### config.mk
export PLATFORM = sky130hd
export DESIGN_NAME = mem_stage_lsu_flat
export DESIGN_NICKNAME = d
export VERILOG_FILES = /design/src/rtl/riscv_pkg.sv /design/src/rtl/mem_stage_lsu_if.sv /design/src/rtl/mem_wb_reg.sv /design/src/rtl/mem_stage_lsu.sv /design/src/flat_wrapper.sv
export SDC_FILE = /design/constraint.sdc
export NUM_CORES = 1
export LEC_CHECK = 0
export ABC_AREA = 1
export CAP_MARGIN = 5
export CORE_AREA = 8 8 228 230
export CTS_CLUSTER_SIZE = 14
export DETAILED_ROUTE_END_ITERATION = 8
export DIE_AREA = 0 0 236 238
export PLACE_DENSITY = 0.47
export SYNTH_ARGS = -nofsm -noshare
export SYNTH_HDL_FRONTEND = slang
export SYNTH_SLANG_ARGS = --single-unit
### constraint.sdc
create_clock -name clk -period 2.6 [get_ports clk]
set_input_delay 0.52 -clock clk [delete_from_list [all_inputs] [get_ports clk]]
set_output_delay 0.52 -clock clk [all_outputs]
set_load 0.05 [all_outputs]
### src/rtl/riscv_pkg.sv
// Shared types and constants for the memory stage: FSM encoding, default width
// and the MEM/WB control bubble.
package riscv_pkg;

   localparam int unsigned DataWDefault = 64;

   typedef enum logic [0:0] {
      StIdle = 1'b0,
      StBusy = 1'b1
   } lsu_state_e;

   typedef struct packed {
      logic       regwrite;
      logic       memtoreg;
      logic [4:0] rd;
   } mw_ctrl_t;

   localparam mw_ctrl_t MwCtrlBubble = '{regwrite: 1'b0, memtoreg: 1'b0, rd: 5'd0};

endpackage

### src/rtl/mem_stage_lsu_if.sv
// Request/acknowledge data-memory port between the memory stage and data memory.
interface mem_stage_lsu_if #(
   parameter int unsigned DATA_W = 64
);
   logic              req;
   logic              we;
   logic [DATA_W-1:0] addr;
   logic [DATA_W-1:0] wdata;
   logic [DATA_W-1:0] rdata;
   logic              ack;

   modport master (
      output req, we, addr, wdata,
      input  rdata, ack
   );

   modport slave (
      input  req, we, addr, wdata,
      output rdata, ack
   );
endinterface

### src/rtl/mem_wb_reg.sv
// MEM/WB pipeline register; bubble_i loads an all-zero (no write-back) entry.
module mem_wb_reg
   import riscv_pkg::*;
#(
   parameter int unsigned DATA_W = DataWDefault
) (
   input  logic              clk,
   input  logic              reset,
   input  logic              bubble_i,
   input  mw_ctrl_t          ctrl_i,
   input  logic [DATA_W-1:0] read_data_i,
   input  logic [DATA_W-1:0] result_i,
   output mw_ctrl_t          ctrl_o,
   output logic [DATA_W-1:0] read_data_o,
   output logic [DATA_W-1:0] result_o
);

   mw_ctrl_t          ctrl_q;
   logic [DATA_W-1:0] read_data_q;
   logic [DATA_W-1:0] result_q;

   always_ff @(posedge clk) begin
      if (!reset || bubble_i) begin
         ctrl_q      <= MwCtrlBubble;
         read_data_q <= '0;
         result_q    <= '0;
      end else begin
         ctrl_q      <= ctrl_i;
         read_data_q <= read_data_i;
         result_q    <= result_i;
      end
   end

   assign ctrl_o      = ctrl_q;
   assign read_data_o = read_data_q;
   assign result_o    = result_q;

endmodule

### src/rtl/mem_stage_lsu.sv
// Memory stage: issues data-memory requests, stalls the front end while one is
// outstanding, aborts on timeout, resolves branches and loads MEM/WB.
module mem_stage_lsu
   import riscv_pkg::*;
#(
   parameter int unsigned DATA_W         = DataWDefault,
   parameter int unsigned TIMEOUT_CYCLES = 16
) (
   input  logic              clk,
   input  logic              reset,
   input  logic              EM_Branch,
   input  logic              EM_MemRead,
   input  logic              EM_MemWrite,
   input  logic              EM_MemtoReg,
   input  logic              EM_RegWrite,
   input  logic              EM_Zero,
   input  logic              EM_addermuxselect,
   input  logic [4:0]        EM_RD,
   input  logic [DATA_W-1:0] EM_Adder2Out,
   input  logic [DATA_W-1:0] EM_Result,
   input  logic [DATA_W-1:0] EM_WriteData,
   mem_stage_lsu_if.master   dmem,
   output logic              stall,
   output logic              branch_taken,
   output logic [DATA_W-1:0] branch_target,
   output logic              flush,
   output logic              mem_err,
   output logic              MW_RegWrite,
   output logic              MW_MemtoReg,
   output logic [4:0]        MW_RD,
   output logic [DATA_W-1:0] MW_ReadData,
   output logic [DATA_W-1:0] MW_Result
);

   localparam int unsigned      CntW    = $clog2(TIMEOUT_CYCLES);
   localparam logic [CntW-1:0] CntLast = CntW'(TIMEOUT_CYCLES - 1);

   lsu_state_e        state_q, state_d;
   logic [CntW-1:0]   cnt_q, cnt_d;
   logic              req_q, we_q, err_q;
   logic [DATA_W-1:0] addr_q, wdata_q;

   logic access, illegal, timeout;
   logic stall_raw, bubble, use_rdata, issue, release_req, err_set;
   mw_ctrl_t ctrl_in, ctrl_out;

   assign access  = EM_MemRead | EM_MemWrite;
   assign illegal = (EM_MemRead & EM_MemWrite) | (EM_Result[2:0] != 3'b000);
   assign timeout = (cnt_q == CntLast);

   always_ff @(posedge clk) begin
      if (!reset) begin
         state_q <= StIdle;
      end else begin
         state_q <= state_d;
      end
   end

   always_comb begin
      state_d = state_q;
      case (state_q)
         StIdle:  if (access && !illegal) state_d = StBusy;
         StBusy:  if (dmem.ack || timeout) state_d = StIdle;
         default: state_d = StIdle;
      endcase
   end

   always_comb begin
      stall_raw   = 1'b0;
      bubble      = 1'b1;
      use_rdata   = 1'b0;
      issue       = 1'b0;
      release_req = 1'b0;
      err_set     = 1'b0;
      cnt_d       = cnt_q;
      case (state_q)
         StIdle: begin
            if (!access) begin
               bubble = 1'b0;
            end else if (illegal) begin
               err_set = 1'b1;
            end else begin
               stall_raw = 1'b1;
               issue     = 1'b1;
               cnt_d     = '0;
            end
         end
         StBusy: begin
            if (dmem.ack) begin
               bubble      = 1'b0;
               use_rdata   = EM_MemRead;
               release_req = 1'b1;
            end else if (timeout) begin
               err_set     = 1'b1;
               release_req = 1'b1;
            end else begin
               stall_raw = 1'b1;
               cnt_d     = cnt_q + CntW'(1);
            end
         end
         default: ;
      endcase
   end

   // Request fields are captured once at issue and held for the whole access.
   always_ff @(posedge clk) begin
      if (!reset) begin
         cnt_q   <= '0;
         req_q   <= 1'b0;
         we_q    <= 1'b0;
         addr_q  <= '0;
         wdata_q <= '0;
         err_q   <= 1'b0;
      end else begin
         cnt_q <= cnt_d;
         if (err_set) err_q <= 1'b1;
         if (issue) begin
            req_q   <= 1'b1;
            we_q    <= EM_MemWrite;
            addr_q  <= EM_Result;
            wdata_q <= EM_WriteData;
         end else if (release_req) begin
            req_q <= 1'b0;
         end
      end
   end

   assign dmem.req   = req_q;
   assign dmem.we    = we_q;
   assign dmem.addr  = addr_q;
   assign dmem.wdata = wdata_q;
   assign mem_err    = err_q;

   assign stall         = reset & stall_raw;
   assign branch_taken  = reset & EM_Branch & (EM_addermuxselect ? ~EM_Zero : EM_Zero);
   assign flush         = branch_taken;
   assign branch_target = EM_Adder2Out;

   assign ctrl_in = '{regwrite: EM_RegWrite, memtoreg: EM_MemtoReg, rd: EM_RD};

   mem_wb_reg #(
      .DATA_W (DATA_W)
   ) u_mem_wb_reg (
      .clk         (clk),
      .reset       (reset),
      .bubble_i    (bubble),
      .ctrl_i      (ctrl_in),
      .read_data_i (use_rdata ? dmem.rdata : '0),
      .result_i    (EM_Result),
      .ctrl_o      (ctrl_out),
      .read_data_o (MW_ReadData),
      .result_o    (MW_Result)
   );

   assign MW_RegWrite = ctrl_out.regwrite;
   assign MW_MemtoReg = ctrl_out.memtoreg;
   assign MW_RD       = ctrl_out.rd;

endmodule

### src/flat_wrapper.sv
// flat-port wrapper written by rule: the top's interface ports become plain ports
module mem_stage_lsu_flat import riscv_pkg::*;
#(
   parameter int unsigned DATA_W         = DataWDefault,
   parameter int unsigned TIMEOUT_CYCLES = 16
)
  (clk, reset, EM_Branch, EM_MemRead, EM_MemWrite, EM_MemtoReg, EM_RegWrite, EM_Zero, EM_addermuxselect, EM_RD, EM_Adder2Out, EM_Result, EM_WriteData, stall, branch_taken, branch_target, flush, mem_err, MW_RegWrite, MW_MemtoReg, MW_RD, MW_ReadData, MW_Result, dmem_req, dmem_we, dmem_addr, dmem_wdata, dmem_rdata, dmem_ack);
  mem_stage_lsu_if #(.DATA_W(DATA_W)) dmem_i ();
  input  logic clk;
  input  logic reset;
  input  logic EM_Branch;
  input  logic EM_MemRead;
  input  logic EM_MemWrite;
  input  logic EM_MemtoReg;
  input  logic EM_RegWrite;
  input  logic EM_Zero;
  input  logic EM_addermuxselect;
  input  logic [4:0] EM_RD;
  input  logic [DATA_W-1:0] EM_Adder2Out;
  input  logic [DATA_W-1:0] EM_Result;
  input  logic [DATA_W-1:0] EM_WriteData;
  output logic stall;
  output logic branch_taken;
  output logic [DATA_W-1:0] branch_target;
  output logic flush;
  output logic mem_err;
  output logic MW_RegWrite;
  output logic MW_MemtoReg;
  output logic [4:0] MW_RD;
  output logic [DATA_W-1:0] MW_ReadData;
  output logic [DATA_W-1:0] MW_Result;
  output wire logic [$bits(dmem_i.req)-1:0] dmem_req;
  output wire logic [$bits(dmem_i.we)-1:0] dmem_we;
  output wire logic [$bits(dmem_i.addr)-1:0] dmem_addr;
  output wire logic [$bits(dmem_i.wdata)-1:0] dmem_wdata;
  input wire logic [$bits(dmem_i.rdata)-1:0] dmem_rdata;
  input wire logic [$bits(dmem_i.ack)-1:0] dmem_ack;
  assign dmem_req = dmem_i.req;
  assign dmem_we = dmem_i.we;
  assign dmem_addr = dmem_i.addr;
  assign dmem_wdata = dmem_i.wdata;
  assign dmem_i.rdata = dmem_rdata;
  assign dmem_i.ack = dmem_ack;
  mem_stage_lsu #(.DATA_W(DATA_W), .TIMEOUT_CYCLES(TIMEOUT_CYCLES)) u_core (.clk(clk), .reset(reset), .EM_Branch(EM_Branch), .EM_MemRead(EM_MemRead), .EM_MemWrite(EM_MemWrite), .EM_MemtoReg(EM_MemtoReg), .EM_RegWrite(EM_RegWrite), .EM_Zero(EM_Zero), .EM_addermuxselect(EM_addermuxselect), .EM_RD(EM_RD), .EM_Adder2Out(EM_Adder2Out), .EM_Result(EM_Result), .EM_WriteData(EM_WriteData), .dmem(dmem_i), .stall(stall), .branch_taken(branch_taken), .branch_target(branch_target), .flush(flush), .mem_err(mem_err), .MW_RegWrite(MW_RegWrite), .MW_MemtoReg(MW_MemtoReg), .MW_RD(MW_RD), .MW_ReadData(MW_ReadData), .MW_Result(MW_Result));
endmodule
==> reports/metrics.csv, run 1 <==
stage,metric,value,unit
cts,CTS Buf Count,34,
detailed_routing,ANT nets after route,0,
floorplanning,starting density of the core,18.50,%
floorplanning,Die Span Y,238,µm
setup_path,Crit. End Element,output port,
synth,largest cells by area after synthesis,"dfxtp_1 (61%), nor2_1 (12%), inv_1 (5.9%), buf_4 (5.6%), o21ai_0 (4.3%)",
cts,Post-CTS Hold Buffers,0,
power_and_ir_drop,Comb pwr share,12.9,%
detailed_routing,DR iter-0 viols,261,
sta,Final Slew Violations,0,
detailed_routing,Avg Vias per Cell,3.738,
cts,clock-pin slew on the worst setup and hold paths,50,ps
sta,fmax,413.4,MHz
sta,Fin. Hold Viols,0,
detailed_routing,WL/cell,16.34,µm
sta,final setup fails,0,
setup_path,Setup Crit Path Kind,in2out,
cells_and_area,layout cell share with drive strength beyond 1,5.556,%
cts,htree depth,2,
floorplanning,area of the die,0.05617,mm²
setup_path,critical path arrival,1900,ps
synth,Yosys cell types,20,
setup_path,critical-path cell list,clkdlybuf4s50_1 -> nand2_1 -> nand3_1 -> nor2_4 -> nor2_2 -> nor2_2 -> buf_12,
cells_and_area,final net count,1728,
detailed_routing,DRC,0,
setup_path,CP dominant cell by count,nor2_2,
setup_path,worst path required time,2080,ps
grt,vias in the first global route,8312,
power_and_ir_drop,switching power,0.002579,W
detailed_routing,iteration count of the initial detailed-routing pass,4,
synth,"top cells by count, synth","nor2_1 (286), dfxtp_1 (271), inv_1 (140)",
min_path,HP Class,in2reg,
synth,asr flop ratio synth,0,%
floorplanning,Core ar.,0.04834,mm²
power_and_ir_drop,Clk pwr share,44.8,%
synth,post-synth top area share,60.65,%
sta,slew margin rel.,57.14,%
cells_and_area,final instance area,0.01506,mm²
placement,Placed Area,0.01397,mm²
placement,hpwl dp,26220,µm
grt,first-pass GRT wire length,51550,µm
power_and_ir_drop,leak pwr,6.385,nW
sta,Setup TNS,0,ps
grt,GRT Residual Overflow,0,
cts,CTS Buffer Depth,3,
synth,register area share after synthesis,60.65,%
synth,Post-Syn Area,0.008945,mm²
setup_path,Critical Path Max Stage Delay,490,ps
power_and_ir_drop,Internal Power,0.007653,W
detailed_routing,uppermost routed layer,met5,
detailed_routing,metal3 WL,3176,µm
floorplanning,io pins,604,
sta,clock skew,12.89,ps
synth,"area leader, netlist",dfxtp_1,
power_and_ir_drop,switch share,25.20,%
cts,CTS tree,done,
outcome,status,"finished, final reports clean",
placement,GPL Wtd Cong,0.7677,
cells_and_area,Area Growth Syn to Fin,68.41,%
grt,Total GRT Usage,11.78,%
detailed_routing,wire length on met1,13010,µm
cts,post-CTS setup buffers,0,
setup_path,Crit Path Max Fanout,4,
power_and_ir_drop,IR Drop Worst-Case VDD,0.4080,mV
sta,Period minus WS final,2419,ps
detailed_routing,WL met2,16550,µm
sta,Worst-Margin Slew,640.9,ps
synth,Syn Nets,1316,
sta,final worst-path cycle share,93.04,%
power_and_ir_drop,Reg power frac,42.3,%
synth,Post-synth EDFFs,0,
detailed_routing,DRT Wirelength,34310,µm
setup_path,CP Launch Type,input pin,
grt,largest net degree at the start of global routing,70,
cts,CTS root buf,clkbuf_16,
cells_and_area,post-layout util,31.16,%
floorplanning,chip width,236,µm
placement,port buffer count,475,
synth,Yosys warnings,0,
sta,Fin Hold WS,390.1,ps
floorplanning,row count,81,
run,Max Cap Viol,0,
synth,syn avg cell area,8.568,µm²
sta,RSZ-0062 raised after global routing,false,
detailed_routing,Via Count,7846,
grt,initial antenna violation count,2,
cts,"Clk Latency, worst-skew pair",520,ps
setup_path,cell at the slowest stage of the critical path,clkdlybuf4s50_1,
synth,Syn Inst Count,1044,
synth,"count leader, synth",nor2_1,
cts,CTS Sinks,271,
synth,register bit total from synthesis,271,
synth,Main synth FF type,dfxtp_1,
power_and_ir_drop,Cell Pwr Density,679.2,mW/mm²
## routing by layer
layer	up-vias	GRT usage [%]
li1	3947	-
met1	3500	12.28
met2	317	20.17
met3	80	5.168
met4	2	5.821
met5	-	0
## sequential cells by signal (all words and copies together) (netlist names)
register and flops:
u_core.dmem.we 1, u_core.u_mem_wb_reg.ctrl_o 7, u_core.dmem.addr 64, u_core.u_mem_wb_reg.result_o 64
u_core.dmem.wdata 64, u_core.dmem.req 1, u_core.state_q 1, u_core.u_mem_wb_reg.read_data_o 64
u_core.mem_err 1, u_core.cnt_q 4
## worst max-delay path: cells and delay by family
family                 cells  cell delay (ps)
and+or+nand+nor            5              730
buffers and inverters      2              650
## power by group through the flow
stage,sequential (W),combinational [W],clock (W)
2_1_floorplan,0.00484,0.000502,0
3_3_place_gp,0.00442,0.00134,0
3_5_place_dp,0.00442,0.00134,0
4_1_cts,0.00433,0.00134,0.00477
5_1_grt,0.00434,0.00140,0.00497
6_report,0.00433,0.00132,0.00458
## repair_timing
item,in CTS,in global routing
endpoints found under the setup margin,0,1
resized for setup,0,1
endpoints found under the hold margin,0,0
## layout make-up
class                   count  area, µm²
diodes                      1      2.502
clock buffers              50       1025
clock inverters             6      60.06
fillers                  5099      33280
inverters                 141      529.3
multi-input cells         511       2222
flip-flops and latches    271       5425
well taps                 622      778.2
repair buffers            497       5022
## final timing paths
check / startpoint / to / slack, ps / depth (start not counted)
setup / recovery: EM_MemRead / stall / 180 / 7
hold / removal: reset / u_core.cnt_q[3] / 390 / 3
setup reg to reg: u_core.state_q / u_core.u_mem_wb_reg.result_o[7] / 850 / 5
hold reg to reg: u_core.dmem.addr[1] / u_core.dmem.addr[1] / 430 / 2
## placed cells by master, fill, tap and decap left out
cell,netlist,final
clkbuf_16,0,37
clkinvlp_4,0,2
bufinv_16,0,1
nor2_4,1,1
dfxtp_1,271,271
diode_2,0,1
o211ai_1,2,2
ha_1,1,1
nand2_1,18,18
o21ai_0,77,77
nor2_2,1,2
clkinv_2,0,3
nand3_1,7,5
buf_4,67,17
nor2_1,286,285
inv_2,1,1
a21oi_2,0,1
inv_1,140,140
buf_12,0,9
nand3_2,0,2
a21oi_1,65,64
clkdlybuf4s50_1,0,471
o21ai_1,50,50
clkbuf_8,0,5
o21ai_2,1,1
nand4_1,1,1
clkbuf_1,31,8
xnor2_1,1,1
## through the flow
step | worst slack (ps) | total power [W] | cells
after floorplan | 307.3 | 0.005340 | 1044
after global placement | 80.99 | 0.005753 | 2042
after detailed placement | 58.57 | 0.005758 | 2042
after CTS | 53.54 | 0.01044 | 2098
after global routing | 45.59 | 0.01071 | 2098
final | 181.1 | 0.01023 | 2099
## logic make-up after synthesis
logic type	share of synthesized area, %
AO/OA/AOI/OAI	11.01
buffers and inverters	14.69
XOR/XNOR	0.09793
adder cells (fa/ha/maj)	0.1399
AND/OR/NAND/NOR	13.41
flip-flops	60.65
Note: power is estimated with default switching activity, not from simulation.
==> run 2, diff against run 1 <==
--- a/config.mk
+++ b/config.mk
@@ -11,6 +11,7 @@
 export CTS_CLUSTER_SIZE = 14
 export DETAILED_ROUTE_END_ITERATION = 8
 export DIE_AREA = 0 0 236 238
+export GPL_TIMING_DRIVEN = 0
 export PLACE_DENSITY = 0.47
 export SYNTH_ARGS = -nofsm -noshare
 export SYNTH_HDL_FRONTEND = slang
==> run 2 against run 1 <==
  * Sequential share of layout area down 2.8 points
  * Clock power grew 4%
  * Register-to-register slack got worse by 130 ps
  * Utilization up 2.6 points
  * Non-clock buffer count rose by 171
  * Critical path depth is 2 lower
  * Flip-flop and latch count did not move
  * Combinational power is 29% higher
  * Via count grew 9.9%
  * Fmax shrank 1.5%
  * First-iteration DRC count grew 26%
  * Die area stayed put
  * Critical path type unchanged
  * Largest power group unchanged
==> reports/metrics.csv, run 2 (synthesis gave the netlist of run 1 again) <==
stage,metric,value,unit
setup_path,r2r setup slk,720,ps
grt,vias in the first global route,9047,
min_path,Hold Crit Start,u_core.dmem.addr[1],
floorplanning,io pins,604,
detailed_routing,DRC,0,
cts,CTS Buffer Depth,3,
sta,RSZ-0062 raised after global routing,false,
sta,Setup TNS,0,ps
cts,CTS tree,done,
cells_and_area,Area Growth Syn to Fin,82.54,%
min_path,HP Class,reg2reg,
setup_path,Crit Path Max Fanout,10,
placement,port buffer count,538,
grt,GRT Residual Overflow,0,
sta,Fin. Hold Viols,0,
detailed_routing,iteration count of the initial detailed-routing pass,4,
cells_and_area,fill cell count,5071,
setup_path,worst path required time,2080,ps
cts,CTS root buf,clkbuf_16,
floorplanning,starting density of the core,18.50,%
grt,first-pass GRT wire length,57770,µm
outcome,status,"finished, final reports clean",
sta,Final Slew Violations,0,
cells_and_area,final net count,1899,
cells_and_area,layout cell share with drive strength beyond 1,9.945,%
detailed_routing,DRT Wirelength,39510,µm
grt,initial antenna violation count,3,
floorplanning,Core ar.,0.04834,mm²
cells_and_area,most frequent cells in the layout,"clkdlybuf4s50_1 (533), nor2_1 (284), dfxtp_1 (271)",
sta,final worst-path cycle share,94.46,%
cells_and_area,post-layout util,33.78,%
cells_and_area,multi-input gate area in the final layout,0.002227,mm²
power_and_ir_drop,Cell Pwr Density,661.7,mW/mm²
setup_path,R2R cell count,4,
sta,clock skew,14.34,ps
run,Max Cap Viol,0,
floorplanning,Die Span Y,238,µm
floorplanning,area of the die,0.05617,mm²
setup_path,reg-to-reg endpoint,u_core.u_mem_wb_reg.read_data_o[31],
power_and_ir_drop,IR Drop Worst-Case VDD,0.3805,mV
cts,clock-pin slew on the worst setup and hold paths,60,ps
min_path,"Endpoint, Worst Hold",u_core.dmem.addr[1],
floorplanning,chip width,236,µm
sta,Worst-Margin Slew,873.7,ps
detailed_routing,DR iter-0 viols,329,
cts,CTS Sinks,271,
setup_path,critical path arrival,1940,ps
setup_path,Setup Crit Path Kind,in2out,
cells_and_area,final instance area,0.01633,mm²
sta,Period minus WS final,2456,ps
setup_path,CP Launch Type,input pin,
power_and_ir_drop,leak pwr,7.067,nW
sta,slew margin rel.,41.58,%
cts,CTS Buf Count,34,
floorplanning,row count,81,
detailed_routing,WL/cell,17.39,µm
grt,Total GRT Usage,13.38,%
setup_path,worst r2r src,u_core.state_q,
detailed_routing,Via Count,8619,
placement,hpwl dp,31680,µm
setup_path,Crit. End Element,output port,
cells_and_area,register area,0.005425,mm²
placement,GPL Wtd Cong,0.7816,
min_path,Hold Path Stages,2,
cts,htree depth,2,
placement,Placed Area,0.01511,mm²
cts,"Clk Latency, worst-skew pair",530,ps
detailed_routing,Avg Vias per Cell,3.794,
sta,fmax,407.2,MHz
sta,final setup fails,0,
grt,largest net degree at the start of global routing,13,
cells_and_area,"commonest non-fill, non-tap cell in the layout",clkdlybuf4s50_1,
detailed_routing,ANT nets after route,0,
run 2: worst max-delay path by stage:
stage	start	end	slack [ps]	cells past startpoint
detailed placement	EM_MemWrite	stall	-1030	8
floorplan	EM_Result[0]	stall	310	6
CTS	EM_Result[0]	stall	-2	8
global route	reset	branch_taken	9	5
finish	reset	branch_taken	140	5
global placement	EM_MemWrite	stall	-1010	8
run 2: worst max-delay path, stage by stage:
cell           delay (ps)
buf_2                 200
buf_2                 350
o211ai_1              160
a21oi_2               150
dlygate4sd2_1         550
run 2: what timing repair did:
item,CTS,global route
pin swaps,1,1
buffers inserted,1,8
hold buffers,0,0
resized for setup,17,3
setup endpoints to repair,3,2
hold endpoints to repair,0,0
run 2: through the flow:
step | setup WS [ps] | hold slack, ps | power (W) | std cells
detailed placement | -1032 | 432.0 | 0.006134 | 2204
global route | 8.598 | 464.8 | 0.01126 | 2272
finish | 143.9 | 436.0 | 0.01080 | 2272
global placement | -1009 | 423.0 | 0.006130 | 2204
floorplan | 307.3 | 482.5 | 0.005340 | 1044
CTS | -1.861 | 441.1 | 0.01101 | 2263
run 2: per-layer routing:
layer / share of wire, % / vias up / GRT usage [%]
li1: - / 4303 / -
met4: 2.8 / 4 / 4.842
met3: 8.9 / 58 / 5.307
met5: 0.058 / - / 0
met1: 38 / 3909 / 14.40
met2: 50 / 345 / 23.60
run 2: final cells by class:
class / count / area share (%)
antenna: 1 / 0.01533
buffer: 121 / 4.858
clock buffer: 49 / 6.437
clock inverter: 9 / 0.4674
inverter: 141 / 3.241
multi-input combinational: 511 / 13.64
sequential: 271 / 33.23
tap: 622 / 4.766
timing repair buffer: 547 / 33.35
run 2: where the power goes:
| group | switching (W) | internal (W) |
|---|---|---|
| logic | 0.00100 | 0.000702 |
| clock network | 0.00187 | 0.00290 |
| registers | 0.0000526 | 0.00428 |
| total | 0.00292 | 0.00788 |
